### config.mk
export PLATFORM = sky130hd
export DESIGN_NAME = pad_scan_ctl
export DESIGN_NICKNAME = d
export VERILOG_FILES = /design/src/rtl/pong_pkg.sv /design/src/rtl/pad_timer.sv /design/src/rtl/pad_scan_ctl.sv
export SDC_FILE = /design/constraint.sdc
export NUM_CORES = 1
export LEC_CHECK = 0
export ABC_AREA = 1
export CORE_UTILIZATION = 55
export CTS_BUF_LIST = sky130_fd_sc_hd__clkbuf_4 sky130_fd_sc_hd__clkbuf_8 sky130_fd_sc_hd__clkbuf_16
export DETAILED_ROUTE_END_ITERATION = 10
export PLACE_DENSITY_LB_ADDON = 0.1
export SLEW_MARGIN = 5
export SYNTH_ARGS = -nofsm -noshare
export SYNTH_HDL_FRONTEND = slang
export SYNTH_SLANG_ARGS = --single-unit
export TNS_END_PERCENT = 10
### constraint.sdc
create_clock -name CLK -period 2.9 [get_ports CLK]
set_input_delay 0.58 -clock CLK [delete_from_list [all_inputs] [get_ports CLK]]
set_output_delay 0.58 -clock CLK [all_outputs]
set_load 0.01 [all_outputs]
### src/rtl/pong_pkg.sv
// Shared types and constants for the paddle scan sequencer and its per-pad timers.
package pong_pkg;

    typedef enum logic [1:0] {IDLE, TRIG, MEASURE, DONE} pad_scan_state_t;

    localparam int PAD_POS_W = 8;
    localparam logic [PAD_POS_W-1:0] PAD_POS_MAX = 8'd255;

    // Rounded mean of two positions; the 9-bit sum keeps the carry.
    function automatic logic [PAD_POS_W-1:0] pos_avg(input logic [PAD_POS_W-1:0] a,
                                                     input logic [PAD_POS_W-1:0] b);
        logic [PAD_POS_W:0] sum;
        sum = {1'b0, a} + {1'b0, b} + 9'd1;
        return sum[PAD_POS_W:1];
    endfunction

endpackage

### src/rtl/pad_timer.sv
// One paddle channel: 2-flop synchronizer, done flag and saturating tick counter.
module pad_timer
    import pong_pkg::*;
(
    input  logic                 clk,
    input  logic                 rst,
    input  logic                 clear,
    input  logic                 tick,
    input  logic                 pad,
    output logic [PAD_POS_W-1:0] count,
    output logic                 done,
    output logic                 tmo
);

    logic pad_meta;
    logic pad_sync;

    always_ff @(posedge clk) begin
        if (rst) begin
            pad_meta <= 1'b0;
            pad_sync <= 1'b0;
            count    <= '0;
            done     <= 1'b0;
            tmo      <= 1'b0;
        end else begin
            pad_meta <= pad;
            pad_sync <= pad_meta;
            if (clear) begin
                count <= '0;
                done  <= 1'b0;
                tmo   <= 1'b0;
            end else if (tick && !done) begin
                // A pad still high after 255 counted ticks is a timeout, not a wrap.
                if (!pad_sync) begin
                    done <= 1'b1;
                end else if (count == PAD_POS_MAX) begin
                    done <= 1'b1;
                    tmo  <= 1'b1;
                end else begin
                    count <= count + 1'b1;
                end
            end
        end
    end

endmodule

### src/rtl/pad_scan_ctl.sv
// Once-per-frame paddle trigger and pulse-width measurement sequencer.
// Define PAD_SCAN_AVG_EN to report the rounded mean of the current and previous raw scans.
module pad_scan_ctl
    import pong_pkg::*;
#(
    parameter int TRIG_LEN = 16,
    parameter int TICK_DIV = 64
) (
    input  logic                 CLK,
    input  logic                 FPGA_RESET,
    input  logic                 VBLANK,
    input  logic                 PAD1_OUT,
    input  logic                 PAD2_OUT,
    output logic                 PAD_TRG_N,
    output logic [PAD_POS_W-1:0] PAD1_POS,
    output logic [PAD_POS_W-1:0] PAD2_POS,
    output logic                 POS_VALID,
    output logic                 PAD1_TMO,
    output logic                 PAD2_TMO,
    output pad_scan_state_t      state_dbg
);

    pad_scan_state_t      state;
    logic                 vblank_q;
    logic [9:0]           presc;
    logic [7:0]           trig_cnt;
    logic                 tick;
    logic                 clear;
    logic [PAD_POS_W-1:0] cnt1, cnt2;
    logic                 done1, done2, tmo1, tmo2;

`ifdef PAD_SCAN_AVG_EN
    logic [PAD_POS_W-1:0] raw1_prev, raw2_prev;
`endif

    assign tick      = (state == MEASURE) && (presc == 10'(TICK_DIV - 1));
    assign clear     = (state == TRIG);
    assign state_dbg = state;

    pad_timer u_pad1 (
        .clk(CLK), .rst(FPGA_RESET), .clear(clear), .tick(tick), .pad(PAD1_OUT),
        .count(cnt1), .done(done1), .tmo(tmo1)
    );

    pad_timer u_pad2 (
        .clk(CLK), .rst(FPGA_RESET), .clear(clear), .tick(tick), .pad(PAD2_OUT),
        .count(cnt2), .done(done2), .tmo(tmo2)
    );

    always_ff @(posedge CLK) begin
        if (FPGA_RESET) begin
            state     <= IDLE;
            vblank_q  <= 1'b0;
            presc     <= '0;
            trig_cnt  <= '0;
            PAD_TRG_N <= 1'b1;
            PAD1_POS  <= '0;
            PAD2_POS  <= '0;
            POS_VALID <= 1'b0;
            PAD1_TMO  <= 1'b0;
            PAD2_TMO  <= 1'b0;
`ifdef PAD_SCAN_AVG_EN
            raw1_prev <= '0;
            raw2_prev <= '0;
`endif
        end else begin
            vblank_q  <= VBLANK;
            POS_VALID <= 1'b0;
            case (state)
                IDLE: begin
                    if (VBLANK && !vblank_q) begin
                        state     <= TRIG;
                        PAD_TRG_N <= 1'b0;
                        trig_cnt  <= '0;
                    end
                end
                TRIG: begin
                    // Timers are held clear for the whole trigger, so MEASURE starts from zero.
                    presc <= '0;
                    if (trig_cnt == 8'(TRIG_LEN - 1)) begin
                        state     <= MEASURE;
                        PAD_TRG_N <= 1'b1;
                    end else begin
                        trig_cnt <= trig_cnt + 8'd1;
                    end
                end
                MEASURE: begin
                    presc <= tick ? '0 : presc + 10'd1;
                    if (done1 && done2) begin
                        state     <= DONE;
                        POS_VALID <= 1'b1;
                        PAD1_TMO  <= tmo1;
                        PAD2_TMO  <= tmo2;
`ifdef PAD_SCAN_AVG_EN
                        PAD1_POS  <= pos_avg(cnt1, raw1_prev);
                        PAD2_POS  <= pos_avg(cnt2, raw2_prev);
                        raw1_prev <= cnt1;
                        raw2_prev <= cnt2;
`else
                        PAD1_POS  <= cnt1;
                        PAD2_POS  <= cnt2;
`endif
                    end
                end
                DONE: begin
                    state <= IDLE;
                end
                default: begin
                    state <= IDLE;
                end
            endcase
        end
    end

endmodule

; Word-level counts from Yosys, hierarchy flattened
; Cells that the tools add are included.
[op_classes]
addsub = 4
eq_ne = 13
muxes = 17
n_bitwise = 3
n_reduce_logical = 23
[ops]
columns = cell, n
row1 = "8-bit by 1-bit adder with 8-bit output, second input constant", 3
row2 = 3-bit AND reduction, 7
row3 = 10-bit case mux with 2 select lines, 1
row4 = "8-bit equality test, second input constant", 2
row5 = 8-bit 2-to-1 mux, 2
row6 = 8-bit case mux with 2 select lines, 1
row7 = "10-bit by 1-bit adder with 10-bit output, second input constant", 1
row8 = "10-bit by 6-bit equality test with 1-bit output, second input constant", 1
row9 = 10-bit 2-to-1 mux, 1
row10 = "8-bit by 4-bit equality test with 1-bit output, second input constant", 1
row11 = "2-bit != test, second input constant", 4
row12 = 2-bit case mux with 4 select lines, 1
row13 = 1-bit 2-to-1 mux, 7
row14 = 2-bit 2-to-1 mux, 3
row15 = 2-bit AND reduction, 3
row16 = 1-bit logical AND, 5
row17 = "2-bit equality test, second input constant", 2
row18 = "2-bit by 1-bit != test with 1-bit output, second input constant", 2
row19 = 2-bit nonzero test, 2
row20 = 2-bit OR reduction, 2
row21 = 1-bit zero test, 3
row22 = 1-bit NOT, 3
row23 = "2-bit by 1-bit equality test with 1-bit output, second input constant", 1
row24 = 2-bit zero test, 1
row25 = 1-bit case mux with 2 select lines, 1
[word_totals]
register_bits = 65
input_bits = 5
output_inout_bits = 22
word_cells = 80

; Longest topological paths before layout
[logic_depth]
ltp_word = 4
mapped_depth = 11
mapped_depth_nobuf = 11

; By module
; A second synthesis with hierarchy kept.
[unflattened]
hier_cells = 454
area_unflattened_um2 = 3191.8
[by_module_without_submodules]
columns = mod, n_inst, cells_per_inst, area_per_inst_um2, seq_area_each_um2
row1 = pad_scan_ctl, 1, 278, 1948.1, 820.8
row2 = pad_timer, 2, 88, 621.8, 240.2

; Worst setup path after synthesis
; Ideal clock, no wire load.
[synth_timing]
kind = flip-flop to flip-flop
start = register state[1] (netlist: state_dbg[1])
end = register trig_cnt[6]
setup_time_ns = 0.113
arrival_ns = 1.471
required_ns = 2.787
path_slack_ns = 1.316
stages_incl_launch_ff = 12
path_buffers = 0
period_less_slack_ns = 1.584
cell_sequence = dfxtp_1 inv_1 ha_1 inv_1 nand2_1 and2_2 nand2_2 inv_2 nand2_1 nand2_1 nand2_1 nor2_1
[synth_between]
elab_chain_len = 3
elab_cells_between_ends = 7
cone_classes = eq/ne: 3 / mux: 1 / reduce/logical: 3
[synth_lines]
columns = element, line_no
row1 = "start, declared", pad_scan_ctl.sv:23  ; pad_scan_state_t state;
row2 = "start signal, assigned", pad_scan_ctl.sv:52  ; state <= IDLE;
row3 = "start signal, assigned", pad_scan_ctl.sv:72  ; state <= TRIG;
row4 = "start signal, assigned", pad_scan_ctl.sv:81  ; state <= MEASURE;
row5 = 2-bit by 1-bit equality test with 1-bit output *, n/a
row6 = net clear, pad_scan_ctl.sv:28  ; logic clear;
row7 = 2-bit != test (no source line) / 2-bit nonzero test (equally long branches), n/a
row8 = 3-bit AND reduction (no source line), n/a
row9 = "end signal, assigned", pad_scan_ctl.sv:84  ; trig_cnt <= trig_cnt + 8'd1;
row10 = "end, declared", pad_scan_ctl.sv:26  ; logic [7:0] trig_cnt;
; The timed path passes the listed nets; every way through them passes the cells marked *.
; A chain may end at the register's enable or synchronous reset.

; Worst setup path in the final report
[layout_timing]
start = register state[0] (netlist: state_dbg[0])
end = register u_pad1.count[4]
[layout_between]
elab_chain_len = 4
elab_cells_between_ends = 6
cone_classes = eq/ne: 2 / reduce/logical: 4
[layout_lines]
columns = element, line_no
row1 = 2-bit equality test, pad_scan_ctl.sv:36  ; assign tick = (state == MEASURE) && (presc == 10'(TICK_DIV - 1));
row2 = 1-bit logical AND, pad_scan_ctl.sv:36
row3 = 1-bit logical AND, pad_timer.sv:32  ; end else if (tick && !done) begin
row4 = 3-bit AND reduction (no source line), n/a
row5 = "end signal, assigned", pad_timer.sv:40  ; count <= count + 1'b1;
row6 = "end, declared", pad_timer.sv:10  ; output logic [PAD_POS_W-1:0] count,
; Several ways; a longest one is shown, not always the timed one.

==> impl_metrics.tcl <==
set metrics [dict create \
    status "completed" \
    hold_viol 0 \
    vias 2666 \
    place_ws_ps 798 \
    ctsHoldBuffers 0 \
    yosysUniqueCellTypes 27 \
    fin_nets 458 \
    placementRows 26 \
    syn_area_per_cell_sq_um 7.27 \
    period_share_pct 64.4 \
    finalPower_uw 2080 \
    intPower_uw 1460 \
    grt_setup_unrepaired "false" \
    slew_headroom_pct 60.0 \
    yosysWarnings 0 \
    h-tree-depth 3 \
    switching_share_pct 29.9 \
    ys_seq_area_share_pct 42.9 \
    cts_made_buffers 9 \
    pwr-share-comb_pct 18.7 \
    worstHoldPathType "flip-flop to flip-flop" \
    cts_tree "built" \
    postCtsSetupRepairBufs 0 \
    tightest_slew_ps 598 \
    drc 0 \
    path_class "flip-flop to flip-flop" \
    cp-start-kind "flip-flop" \
    drt_pass1_iterations 4 \
    io_pins 27 \
    fin_ws_ps 1030 \
    coreArea_sq_um 5200 \
    slowest_stage "dfxtp_1" \
    globalplace.congestion 0.866 \
    critPathArrivalTime_ps 2100 \
    end_kind "flip-flop" \
    clkPwrFrac_pct 36.1 \
    synth_compound_area_share_pct 10.5 \
    ys_ff_latch 65 \
    grtUsageTotal_pct 22.2 \
    antenna_found_initial 0 \
    power_density_nw_per_um2 589 \
    ant_nets 0 \
    post-dp-hpwl_mm 4.15 \
    maxCapViolCount 0 \
    cts-resized-gates 0 \
    p_seq_share_pct 45.1 \
    antenna_cells 0 \
    path_cells "inv_1 > ha_1 > buf_4 > nand3_1 > nor2_4 > nand3_2 > nor2_4 > nand3_1 > nand2_1 > nor2_1" \
    io_buffers 26 \
    crit_required_ps 3130 \
    synthXorXnorAreaFrac_pct 2.31 \
    start_util_pct 58.2 \
    tns_ps 0 \
    switchingPower_uw 622 \
    clkLatencyLatePin_ps 330 \
    die_w_um 76.2 \
    slew_viol_final 0 \
    layout-drive-gt1-share_pct 11.8 \
    setup_viol 0 \
    clock_skew_ps 8.52 \
    wirelength_mm 5.87 \
    syn_area_sq_um 3030 \
    vdd_drop_max_mv 0.352 \
    drt_iter0_drc 146 \
    muxShareOfSynthArea_pct 0 \
    worst-path-max-fanout 22 \
    final_common_cell "nand2_1" \
    synth_nets 429 \
    routedWlPerCell_um 11.3 \
    die-height_um 76.2 \
    synth_top_family_by_area "simple AND/OR/NAND/NOR gates" \
    leakage_uw 0.00131 \
    max_freq_ghz 0.535 \
    final_cell_mix "nand2_1 (85), nor2_1 (68), dfxtp_1 (65)" \
    clock_path_buffers 2 \
    min_from "u_pad2.pad_meta" \
    r2r-end "u_pad1.count[4]" \
    grt_start_max_net_pins 23 \
    r2r_slack_ps 1030 \
    finalCriticalPeriod_ps 1870 \
    max_stage_delay_ps 320 \
    reg2regPathDepth 10 \
    worst-path-stages 10 \
    synthCells 417 \
    synthToLayoutAreaGrowth_pct 16.6 \
    synthAdderAreaFrac_pct 2.89 \
    yosys.area_share.simple_pct 33.8 \
    die_area_sq_um 5810 \
    regToRegStartpoint "state_dbg[0]" \
    viasPerCell 5.12 \
    cp_num_buf_inv 2 \
    crit_path_start "state_dbg[0]" \
    clkTransAtPathRegs_ps 70 \
    cts_root_buffer "clkbuf_8" \
    grt_overflow 0 \
    cts.sinks 65 \
    grt_pass1_wl_mm 10.5 \
    crit_family "simple AND/OR/NAND/NOR gates" \
    crit_end "u_pad1.count[4]" \
    grt_pass1_vias 2424 \
]
per-layer routing:
layer / global-route usage, % / vias up / routed length, um
met5: 0 / - / 0
met4: 10.4 / 0 / 51
met3: 3.95 / 6 / 208
met2: 36.0 / 47 / 2740
met1: 28.7 / 1218 / 2870
li1: - / 1395 / -
tightest hold or removal path, cell delays in order, from the launching register on:
cell and delay, ps:
dfxtp_1 300, inv_1 40, nor2_1 30
area by class of cell:
class | instances | area (sq um)
timing repair buffer | 30 | 290
sequential | 65 | 1300
fill | 477 | 1670
tap | 70 | 87.6
clock inverter | 6 | 57.6
inverter | 43 | 161
multi-input combinational | 297 | 1500
clock buffer | 10 | 138
how the worst min path moves through the flow:
| stage | to | slack [ps] | cells past startpoint |
|---|---|---|---|
| after floorplan | u_pad1.pad_sync | 390 | 2 |
| after global placement | u_pad2.pad_sync | 390 | 2 |
| after detailed placement | u_pad2.pad_sync | 400 | 2 |
| after CTS | u_pad2.pad_sync | 410 | 2 |
| after global routing | u_pad1.pad_sync | 430 | 2 |
| final | u_pad2.pad_sync | 410 | 2 |
cell families (layout without fill, tap and decap cells):
group                    count (synthesis)  in the layout
AO/OA/AOI/OAI                           53             53
XOR/XNOR                                 8              8
adder cells (fa/ha/maj)                  7              7
AND/OR/NAND/NOR                        229            229
buffers and inverters                   55             89
flip-flops                              65             65
stage by stage:
stage | instance area, sq um | cells | util, % | hold WS (ps)
after floorplan | 3030 | 417 | - | 388
after CTS | 3530 | 521 | 67.9 | 412
after detailed placement | 3340 | 505 | 64.2 | 401
after global placement | 3340 | 505 | 64.2 | 392
final | 3530 | 521 | 67.9 | 409
after global routing | 3530 | 521 | 67.9 | 429
registers in the layout (all words and copies together), names as in the netlist, 2 cells and up:
signal and count:
trig_cnt 8, u_pad1.count 8, PAD2_POS 8, state_dbg 2, PAD1_POS 8, u_pad2.count 8
presc 10
synth_stat cells:
| master | number | share of area, % |
|---|---|---|
| nor2_4 | 4 | 1.5 |
| dfxtp_1 | 65 | 43 |
| clkbuf_4 | 1 | 0.25 |
| and2_2 | 1 | 0.25 |
| nor3_1 | 6 | 0.99 |
| a21oi_1 | 30 | 5.0 |
| inv_1 | 41 | 5.1 |
| inv_2 | 2 | 0.25 |
| xnor2_1 | 1 | 0.29 |
| nor2_2 | 4 | 0.83 |
| ha_1 | 7 | 2.9 |
| o21ai_0 | 9 | 1.5 |
| buf_6 | 2 | 0.74 |
| nor4_1 | 1 | 0.21 |
| nor3b_1 | 2 | 0.50 |
| buf_1 | 1 | 0.12 |
| nand3_1 | 43 | 7.1 |
| nand2_2 | 5 | 1.0 |
| xor2_1 | 7 | 2.0 |
| o21ai_2 | 2 | 0.58 |
| nand2_1 | 85 | 11 |
| a21oi_2 | 12 | 3.5 |
| nand4_1 | 7 | 1.4 |
| buf_2 | 4 | 0.66 |
| clkbuf_1 | 4 | 0.50 |
| nand3_2 | 3 | 0.99 |
| nor2_1 | 68 | 8.4 |
power groups by stage:
stage | logic [uW] | registers (uW) | clock network, uW
CTS | 392 | 941 | 767
global placement | 383 | 961 | 0
floorplan | 275 | 965 | 0
finish | 390 | 941 | 753
detailed placement | 391 | 960 | 0
global route | 439 | 945 | 806
No activity file was read; power rests on OpenSTA's default activity.
